$ cat config.mk
export PLATFORM = sky130hd
export DESIGN_NAME = seg_scroll
export DESIGN_NICKNAME = d
export VERILOG_FILES = /design/src/rtl/seg_scroll.sv
export SDC_FILE = /design/constraint.sdc
export NUM_CORES = 1
export LEC_CHECK = 0
export BUFFER_PORTS_ARGS = -buffer_cell sky130_fd_sc_hd__buf_2
export CORE_MARGIN = 5
export CORE_UTILIZATION = 51
export DETAILED_ROUTE_END_ITERATION = 10
export PLACE_DENSITY_LB_ADDON = 0.08
export SLEW_MARGIN = 5
export SYNTH_ARGS = -nofsm -noshare
export SYNTH_HDL_FRONTEND = slang
export SYNTH_SLANG_ARGS = --single-unit
$ cat constraint.sdc
create_clock -name clk -period 2.34 [get_ports clk]
set_clock_uncertainty 0.2 [all_clocks]
set_input_delay 0.117 -clock clk [delete_from_list [all_inputs] [get_ports clk]]
set_output_delay 0.117 -clock clk [all_outputs]
set_load 0.1 [all_outputs]
$ cat src/rtl/seg_scroll.sv
// Scrolling digit-pattern register for a multi-digit display: a prescaler paces
// rotate/shift steps, with an optional hold period after each full revolution.
module seg_scroll #(
    parameter int                          DIGITS      = 6,
    parameter int                          CODE_W      = 4,
    parameter int                          STEP_CYCLES = 50_000_000,
    parameter int                          DWELL_STEPS = 0,
    parameter logic [DIGITS*CODE_W-1:0]    INIT        = 24'h012345,
    parameter logic [CODE_W-1:0]           FILL        = 4'hF
) (
    input  logic                       clk,
    input  logic                       rst,
    input  logic                       en,
    input  logic                       dir,
    input  logic                       mode,
    input  logic                       load,
    input  logic [DIGITS*CODE_W-1:0]   load_data,
    output logic [DIGITS*CODE_W-1:0]   data_out,
    output logic                       step_pulse,
    output logic                       cycle_done,
    output logic                       dwelling
);

    localparam int W   = DIGITS * CODE_W;
    localparam int PW  = $clog2(STEP_CYCLES);
    localparam int SW  = (DIGITS > 1) ? $clog2(DIGITS) : 1;
    localparam int DWW = (DWELL_STEPS > 1) ? $clog2(DWELL_STEPS) : 1;

    localparam logic [PW-1:0]  PRESC_LAST = PW'(STEP_CYCLES - 1);
    localparam logic [SW-1:0]  STEP_LAST  = SW'(DIGITS - 1);
    localparam logic [DWW-1:0] DWELL_LAST = DWW'((DWELL_STEPS > 0) ? DWELL_STEPS - 1 : 0);

    typedef enum logic {
        RUN   = 1'b0,
        DWELL = 1'b1
    } state_t;

    state_t          state_q, state_d;
    logic [PW-1:0]   presc_q, presc_d;
    logic [SW-1:0]   step_cnt_q, step_cnt_d;
    logic [DWW-1:0]  dwell_cnt_q, dwell_cnt_d;
    logic [W-1:0]    data_q, data_d;
    logic            step_pulse_q, step_pulse_d;
    logic            cycle_done_q, cycle_done_d;
    logic            dwelling_q, dwelling_d;

    logic            tick;
    logic [CODE_W-1:0] in_right, in_left;
    logic [W-1:0]    step_pat;

    // Code entering the vacated end: the digit falling off the other end, or FILL.
    always_comb begin
        in_right = mode ? FILL : data_q[CODE_W-1:0];
        in_left  = mode ? FILL : data_q[W-1:W-CODE_W];
        step_pat = dir ? {data_q[W-CODE_W-1:0], in_left}
                       : {in_right, data_q[W-1:CODE_W]};
    end

    always_comb begin
        tick         = en && (presc_q == PRESC_LAST);
        state_d      = state_q;
        presc_d      = presc_q;
        step_cnt_d   = step_cnt_q;
        dwell_cnt_d  = dwell_cnt_q;
        data_d       = data_q;
        step_pulse_d = 1'b0;
        cycle_done_d = 1'b0;

        if (load) begin
            // A coincident tick is dropped: the prescaler restarts from zero.
            data_d      = load_data;
            presc_d     = '0;
            step_cnt_d  = '0;
            dwell_cnt_d = '0;
            state_d     = RUN;
        end else if (en) begin
            presc_d = tick ? '0 : presc_q + 1'b1;
            if (tick) begin
                case (state_q)
                    RUN: begin
                        data_d       = step_pat;
                        step_pulse_d = 1'b1;
                        if (step_cnt_q == STEP_LAST) begin
                            step_cnt_d   = '0;
                            cycle_done_d = 1'b1;
                            if (DWELL_STEPS > 0) begin
                                state_d = DWELL;
                            end
                        end else begin
                            step_cnt_d = step_cnt_q + 1'b1;
                        end
                    end
                    DWELL: begin
                        if (dwell_cnt_q == DWELL_LAST) begin
                            dwell_cnt_d = '0;
                            state_d     = RUN;
                        end else begin
                            dwell_cnt_d = dwell_cnt_q + 1'b1;
                        end
                    end
                    default: state_d = RUN;
                endcase
            end
        end

        dwelling_d = (state_d == DWELL);
    end

    always_ff @(posedge clk or posedge rst) begin
        if (rst) begin
            state_q      <= RUN;
            presc_q      <= '0;
            step_cnt_q   <= '0;
            dwell_cnt_q  <= '0;
            data_q       <= INIT;
            step_pulse_q <= 1'b0;
            cycle_done_q <= 1'b0;
            dwelling_q   <= 1'b0;
        end else begin
            state_q      <= state_d;
            presc_q      <= presc_d;
            step_cnt_q   <= step_cnt_d;
            dwell_cnt_q  <= dwell_cnt_d;
            data_q       <= data_d;
            step_pulse_q <= step_pulse_d;
            cycle_done_q <= cycle_done_d;
            dwelling_q   <= dwelling_d;
        end
    end

    assign data_out   = data_q;
    assign step_pulse = step_pulse_q;
    assign cycle_done = cycle_done_q;
    assign dwelling   = dwelling_q;

endmodule

==> results of run 1 <==
## power groups by stage
stage	combinational [mW]	clock (mW)	sequential [mW]
after detailed placement	0.526	0	1.07
after CTS	0.560	0.535	1.05
after floorplan	0.155	0	1.33
final	0.558	0.517	1.05
after global routing	0.594	0.568	1.06
after global placement	0.524	0	1.07
## through the flow
step | area, um2 | instances
final | 3964 | 511
after global routing | 3964 | 511
after CTS | 3960 | 511
after detailed placement | 3618 | 477
after global placement | 3618 | 477
after floorplan | 3232 | 361
## sequential cells by signal (all words and copies together) (netlist names)
signal and flops:
presc_q 26, cycle_done 1, step_pulse 1, data_out 24, step_cnt_q 3
## Yosys cell counts, types with 2 or more instances
cell	instances	area, um2
nand2b_1	7	43.79
nor2_1	23	86.33
o31ai_1	10	75.07
xor2_1	6	52.55
mux2i_1	16	160.2
nor2b_1	6	37.54
nand2_1	29	108.9
nand3_1	14	70.07
nor3_1	10	50.05
a221o_1	4	40.04
inv_1	10	37.54
buf_1	2	7.510
and3_1	2	12.51
buf_2	7	35.03
o21ai_0	20	100.1
a31o_2	2	17.52
a41o_1	16	160.2
or3_1	4	25.02
clkbuf_1	22	82.58
o211ai_1	6	45.04
or4_1	13	97.59
a211oi_1	4	30.03
and2_1	2	12.51
a21oi_1	37	185.2
nand4_1	9	56.30
dfstp_2	7	183.9
xnor2_1	6	52.55
nor4_1	6	37.54
dfrtp_1	48	1201
## worst max-delay path, cell delays in order (launching register included)
cell     delay (ps)
dfrtp_1         440
ha_1            250
nand3_1         150
or4_1           610
or3_1           340
a21oi_1         140
## metal layers
metal  global-route usage, %  vias to the layer above  part of all wire, %
li1                        -                     1482                    -
met1                   26.97                     1409                   42
met2                   39.49                       78                   52
met3                   3.650                        8                  5.1
met4                   7.037                        0                 0.95
met5                       0                        -                    0
## how the worst min path moves through the flow
stage / startpoint / endpoint / slack (ps)
floorplan: load_data[13] / data_out[13]$_DFFE_PP1P_ / 30
global placement: rst / data_out[22]$_DFFE_PP0P_ / 10
detailed placement: rst / data_out[22]$_DFFE_PP0P_ / 20
CTS: load / step_cnt_q[0]$_DFFE_PP0P_ / 60
global route: load / step_cnt_q[0]$_DFFE_PP0P_ / 110
finish: load / step_cnt_q[0]$_DFFE_PP0P_ / 80
## area by class of cell
cell class / instances / share of cell area, %
repair buffers: 98 / 17.36
clock buffers: 7 / 1.926
well taps: 77 / 2.431
multi-input cells: 263 / 42.23
flip-flops and latches: 55 / 34.97
clock inverters: 1 / 0.1263
inverters: 10 / 0.9470
## cell usage in the layout (no fill, tap or decap), drive strengths merged
cell         instances
dlygate4sd3         26
o211a                1
nand4                9
clkbuf               7
xor2                 6
nor3                10
nand3               15
a221o                4
nor2b                6
nor2                23
or4                 13
o21ai               20
nor4                 7
conb                 1
xnor2                6
nand4bb              1
nand2b               7
or3                  4
dfrtp               48
inv                 10
o31ai               10
and2                 2
and4                 1
ha                   1
clkinv               1
mux2i               16
a31o                 2
buf                 72
a211oi               4
nand2               29
and3                 2
nor4bb               1
dfstp                7
o211ai               6
a21o                 1
a41o                16
o2111ai              1
o2111a               1
a21oi               37
## cell families after synthesis
kind of cell | synth area share, %
adders and majority gates | 0.3871
and+or+nand+nor | 21.64
xor gates and xnor gates | 3.252
muxes | 4.955
buffers and inverters | 5.420
AOI/OAI and AO/OA | 21.37
DFF | 42.86
other | 0.1160
## timing repair
item                                   in CTS  in global routing
gates resized for setup                     0                  2
setup endpoints to repair                   0                  4
endpoints found under the hold margin      50                  0
hold buffers                               26                  0
==> qor.log, run 1 <==
[grt] aggregate global-route resource usage 22.06%
[sta] pins over their slew limit 0
[run] Max-cap violations 0
[yosys] mean instance size in the synthesized netlist 8.952 um2
[routing] ANT nets after route 0
[finish] share of cells above drive strength 1 21.20%
[yosys] sequential share of the synthesized area 42.86%
[power_and_ir_drop] Power Internal 1.352 mW
[finish] area grow syn2layout 22.65%
[power_and_ir_drop] total chip power 2.127 mW
[routing] drt via density 5.826
[finish] number of inserted filler cells in the final layout 551
[grt] via count of the first global-routing pass 2870
[die] die span in y 89.61 um
[routing] Total Routed Length 8518 um
[clock_tree] cts bufs inserted 5
[setup_path] worst-path fanout max 6
[sta] setup repair after global routing missed its margin false
[sta] final worst path period share 93.41%
[clock_tree] Clock Path Buffers 2
[setup_path] depth of the worst register-to-register path 5
[sta] max_slew headroom 53.71%
[setup_path] startpoint type of the worst setup path register
[placed_design] setup slack after placement 143.9 ps
[routing] drt pass-1 iters 4
[placed_design] Final HPWL DP 5867 um
[clock_tree] clock slew seen by the registers of the worst setup and hold paths 100 ps
[routing] via count of the routed design 2977
[yosys] #FFs+latches synth 55
[finish] final net count 464
[yosys] distinct cell type count after synthesis 42
[setup_path] CP required 2390 ps
[finish] final core utilization 63.51%
[setup_path] critical path arrival 2230 ps
[power_and_ir_drop] switching fraction of total power 36.41%
[sta] Final setup violation count 0
[setup_path] CP Capture Type register
[power_and_ir_drop] clock share of power 24.3%
[die] initial core utilization 51.78%
[yosys] cell count after synthesis 361
[sta] final worst hold slack 78.15 ps
[clock_tree] TritonCTS clock tree built
[grt] wire length of the first global-routing pass 13760 um
[setup_path] register-to-register setup slack 150 ps
[sta] Achievable Freq 0.4575 GHz
[finish] area occupied by multi-input gates 1674 um2
[clock_tree] Clock Tree Root clkbuf_8
[setup_path] start-to-end type of the worst setup path register to register
[placed_design] gp weighted congestion 0.8800
[routing] Iter 0 DRT Violations 202
[die] full die area 8029 um2
[power_and_ir_drop] net switching power figure 774.4 uW
[routing] drt wl/cell 16.67 um
[die] total number of placement rows 29
[yosys] async set-reset flop share out of synthesis 100.0%
[worst_hold_path] Worst Hold Class input port to register
[power_and_ir_drop] portion of total power attributed to sequential cells 49.4%
[die] io pins 57
[clock_tree] buffer count from post-CTS setup fixing 0
[worst_hold_path] Worst Hold Depth 3
[grt] pin count of the biggest net entering global routing 46
[die] floorplan core area 6241 um2
[grt] global-route congestion overflow total 0
[setup_path] worst flop-to-flop path startpoint presc_q[1]$_DFFE_PP0P_
[finish] flip-flop and latch area 1386 um2
[sta] total count of hold-check failures in the final report 0
[power_and_ir_drop] P_leak 1.760 nW
[clock_tree] clock sink count 55
[setup_path] reg-to-reg critical path endpoint step_cnt_q[0]$_DFFE_PP0P_
[finish] ANT cells 0
[placed_design] number of buffers inserted by port buffering 55
[setup_path] start point of the critical path presc_q[1]$_DFFE_PP0P_
[sta] Total Negative Setup Slacks 0 ps
[grt] initial antenna violation count 0
[sta] final worst slack 154.3 ps
[power_and_ir_drop] share of total power in combinational logic 26.3%
[routing] DR DRC count 0
[yosys] Post-Syn Nets 392
[yosys] number of enable-type register cells in the synthesized netlist 0
[sta] Final min period 2186 ps
[power_and_ir_drop] Pwr per Cell Area 536.5 nW/um2
[power_and_ir_drop] worst vdd rail ir drop 0.3876 mV
[yosys] ys flop type dfrtp_1
[clock_tree] deepest level of the CTS H-tree 2
[clock_tree] Clk Latency, worst-skew pair 310 ps
[setup_path] worst setup path endpoint step_cnt_q[0]$_DFFE_PP0P_
[status] outcome completed
[yosys] Synth warnings 0
[sta] transition time at the pin with the least slew margin 694.3 ps
[die] overall die width 89.61 um
[yosys] Post-Synthesis Cell Area 3232 um2
No activity file was read; power rests on OpenSTA's default activity.
==> inputs of run 2 (changes only) <==
--- a/config.mk
+++ b/config.mk
@@ -9,6 +9,7 @@
 export CORE_MARGIN = 5
 export CORE_UTILIZATION = 51
 export DETAILED_ROUTE_END_ITERATION = 10
+export MAX_ROUTING_LAYER = met4
 export PLACE_DENSITY_LB_ADDON = 0.08
 export SLEW_MARGIN = 5
 export SYNTH_ARGS = -nofsm -noshare
==> run 2 against run 1 <==
Power rose by 0.13%. Register-to-register slack barely moved. Largest power group unchanged. Critical path depth did not move. Worst hold slack got worse by 8.5 ps. Combinational power barely moved. Highest routed layer unchanged. Design area did not move. Clock-buffer cell count did not move. Setup slack got worse by 0.84 ps.
==> qor.log, run 2 (synthesis results as in run 1) <==
[finish] share of cells above drive strength 1 21.20% [unchanged]
[grt] wire length of the first global-routing pass 13770 um [about the same]
[setup_path] worst flop-to-flop path startpoint presc_q[1]$_DFFE_PP0P_
[setup_path] register-to-register setup slack 150 ps [about the same]
[grt] aggregate global-route resource usage 22.81% [+0.75 points]
[sta] Achievable Freq 0.4573 GHz [about the same]
[clock_tree] Clock Path Buffers 2 [unchanged]
[worst_hold_path] Hold EP step_cnt_q[0]$_DFFE_PP0P_
[placed_design] gp weighted congestion 0.8946 [+1.7%]
[setup_path] worst-path fanout max 6 [unchanged]
[clock_tree] TritonCTS clock tree built
[routing] via count of the routed design 2986 [+0.30%]
[die] die span in y 89.61 um [unchanged]
[die] io pins 57 [unchanged]
[placed_design] setup slack after placement 143.9 ps [unchanged]
[setup_path] startpoint type of the worst setup path register
[placed_design] post-detailed-placement cell area 3618 um2 [unchanged]
[sta] total count of hold-check failures in the final report 0 [unchanged]
[clock_tree] clock sink count 55 [unchanged]
[sta] pins over their slew limit 0 [unchanged]
[clock_tree] Clk Latency, worst-skew pair 310 ps [about the same]
[die] full die area 8029 um2 [unchanged]
[sta] Final setup violation count 0 [unchanged]
[die] overall die width 89.61 um [unchanged]
[worst_hold_path] Worst Hold Depth 3 [unchanged]
[placed_design] Final HPWL DP 5867 um [unchanged]
[die] floorplan core area 6241 um2 [unchanged]
[sta] max_slew headroom 52.79% [-0.92 points]
[sta] transition time at the pin with the least slew margin 708.1 ps [+13.78 ps]
[setup_path] CP required 2390 ps [about the same]
[power_and_ir_drop] clock share of power 24.4% [about the same]
[die] total number of placement rows 29 [unchanged]
[clock_tree] clock slew seen by the registers of the worst setup and hold paths 100 ps [about the same]
[finish] register with the most flip-flops presc_q
[sta] final worst slack 153.5 ps [-0.8420 ps]
[clock_tree] Clock Tree Root clkbuf_8
[setup_path] depth of the worst register-to-register path 5 [unchanged]
[power_and_ir_drop] net switching power figure 777.2 uW [+0.36%]
[worst_hold_path] beginning of the worst hold path load
[setup_path] start-to-end type of the worst setup path register to register
[routing] drt pass-1 iters 4 [unchanged]
[finish] ANT cells 0 [unchanged]
[finish] area grow syn2layout 22.65% [unchanged]
[die] initial core utilization 51.78% [unchanged]
[sta] setup repair after global routing missed its margin false
[sta] Total Negative Setup Slacks 0 ps [unchanged]
[power_and_ir_drop] Power Internal 1.352 mW [about the same]
[clock_tree] buffer count from post-CTS setup fixing 0 [unchanged]
[setup_path] reg-to-reg critical path endpoint step_cnt_q[0]$_DFFE_PP0P_
[finish] highest-count cells in the layout ignoring fill and taps buf_2, dfrtp_1, a21oi_1, nand2_1, dlygate4sd3_1
[status] outcome completed
[placed_design] number of buffers inserted by port buffering 55 [unchanged]
[sta] Final min period 2187 ps [+0.8420 ps]
[power_and_ir_drop] portion of total power attributed to sequential cells 49.4% [about the same]
[clock_tree] deepest level of the CTS H-tree 2 [unchanged]
[routing] drt wl/cell 16.75 um [+0.47%]
[worst_hold_path] Worst Hold Class input port to register
[grt] via count of the first global-routing pass 2875 [+0.17%]
[grt] pin count of the biggest net entering global routing 46 [unchanged]
[finish] final net count 464 [unchanged]
[finish] number of inserted filler cells in the final layout 551 [unchanged]
[grt] initial antenna violation count 0 [unchanged]
[finish] most frequent standard cell in the layout excluding fill and tap cells buf_2
[finish] post-layout instance area 3964 um2 [unchanged]
[setup_path] CP Capture Type register
[sta] final worst path period share 93.44% [about the same]
[power_and_ir_drop] switching fraction of total power 36.50% [+0.083 points]
[routing] ANT nets after route 0 [unchanged]
[finish] max reg flops 26 [unchanged]
[run] Max-cap violations 0 [unchanged]
[clock_tree] cts bufs inserted 5 [unchanged]
[setup_path] critical path arrival 2240 ps [about the same]
[grt] global-route congestion overflow total 0 [unchanged]
[power_and_ir_drop] share of total power in combinational logic 26.2% [about the same]
[power_and_ir_drop] P_leak 1.760 nW [unchanged]
[power_and_ir_drop] worst vdd rail ir drop 0.3877 mV [about the same]
[routing] DR DRC count 0 [unchanged]
[power_and_ir_drop] Pwr per Cell Area 537.2 nW/um2 [+0.13%]
[routing] Total Routed Length 8558 um [+0.47%]
[routing] drt via density 5.843 [+0.30%]
[routing] Iter 0 DRT Violations 203 [+0.50%]
-- run 2: cell counts in the layout (fill, tap and decap cells not counted) --
No cell type changed its count.
-- run 2: through the flow --
step	hold slack [ps]	util (%)	instances	power, mW
global placement	13.44	57.98	477	1.593
floorplan	31.39	-	361	1.482
global route	107.3	63.51	511	2.217
finish	69.67	63.51	511	2.130
CTS	63.61	63.45	511	2.147
detailed placement	24.53	57.98	477	1.596
-- run 2: area by class of cell --
class,instances,area [um2],share of cell area [%]
clock buffers,7,76.32,1.926
clock inverters,1,5.005,0.1263
inverters,10,37.54,0.9470
multi-input cells,263,1674,42.23
flip-flops and latches,55,1386,34.97
well taps,77,96.34,2.431
repair buffers,98,688.2,17.36
-- run 2: power groups by stage --
| stage | clock (mW) | sequential, mW | combinational [mW] |
|---|---|---|---|
| after global routing | 0.567 | 1.06 | 0.594 |
| after floorplan | 0 | 1.33 | 0.155 |
| after global placement | 0 | 1.07 | 0.524 |
| after CTS | 0.535 | 1.05 | 0.560 |
| final | 0.519 | 1.05 | 0.559 |
| after detailed placement | 0 | 1.07 | 0.526 |
-- run 2: per-layer routing --
metal	global-route usage [%]	part of all wire [%]	vias to the layer above	wire length [um]
met1	27.15	43	1431	3707
met4	7.037	1.7	0	148
li1	-	-	1482	-
met3	3.923	4.2	12	363
met5	-	0	-	0
met2	39.36	51	61	4338
-- run 2: how the worst max path moves through the flow --
stage / from / end
after floorplan: presc_q[0]$_DFFE_PP0P_ / data_out[23]$_DFFE_PP0P_
after global placement: presc_q[0]$_DFFE_PP0P_ / step_cnt_q[0]$_DFFE_PP0P_
after detailed placement: presc_q[0]$_DFFE_PP0P_ / data_out[3]$_DFFE_PP0P_
after CTS: presc_q[0]$_DFFE_PP0P_ / data_out[3]$_DFFE_PP0P_
after global routing: presc_q[1]$_DFFE_PP0P_ / step_cnt_q[0]$_DFFE_PP0P_
final: presc_q[1]$_DFFE_PP0P_ / step_cnt_q[0]$_DFFE_PP0P_
-- run 2: worst max-delay path: stages, from the launching register on --
cell and delay (ps):
dfrtp_1 440, ha_1 250, nand3_1 150, or4_1 610
or3_1 340, a21oi_1 140
-- run 2: timing repair --
item,CTS,global route
endpoints found under the setup margin,0,4
hold buffers,26,0
hold endpoints to repair,50,0
gates resized for setup,0,2
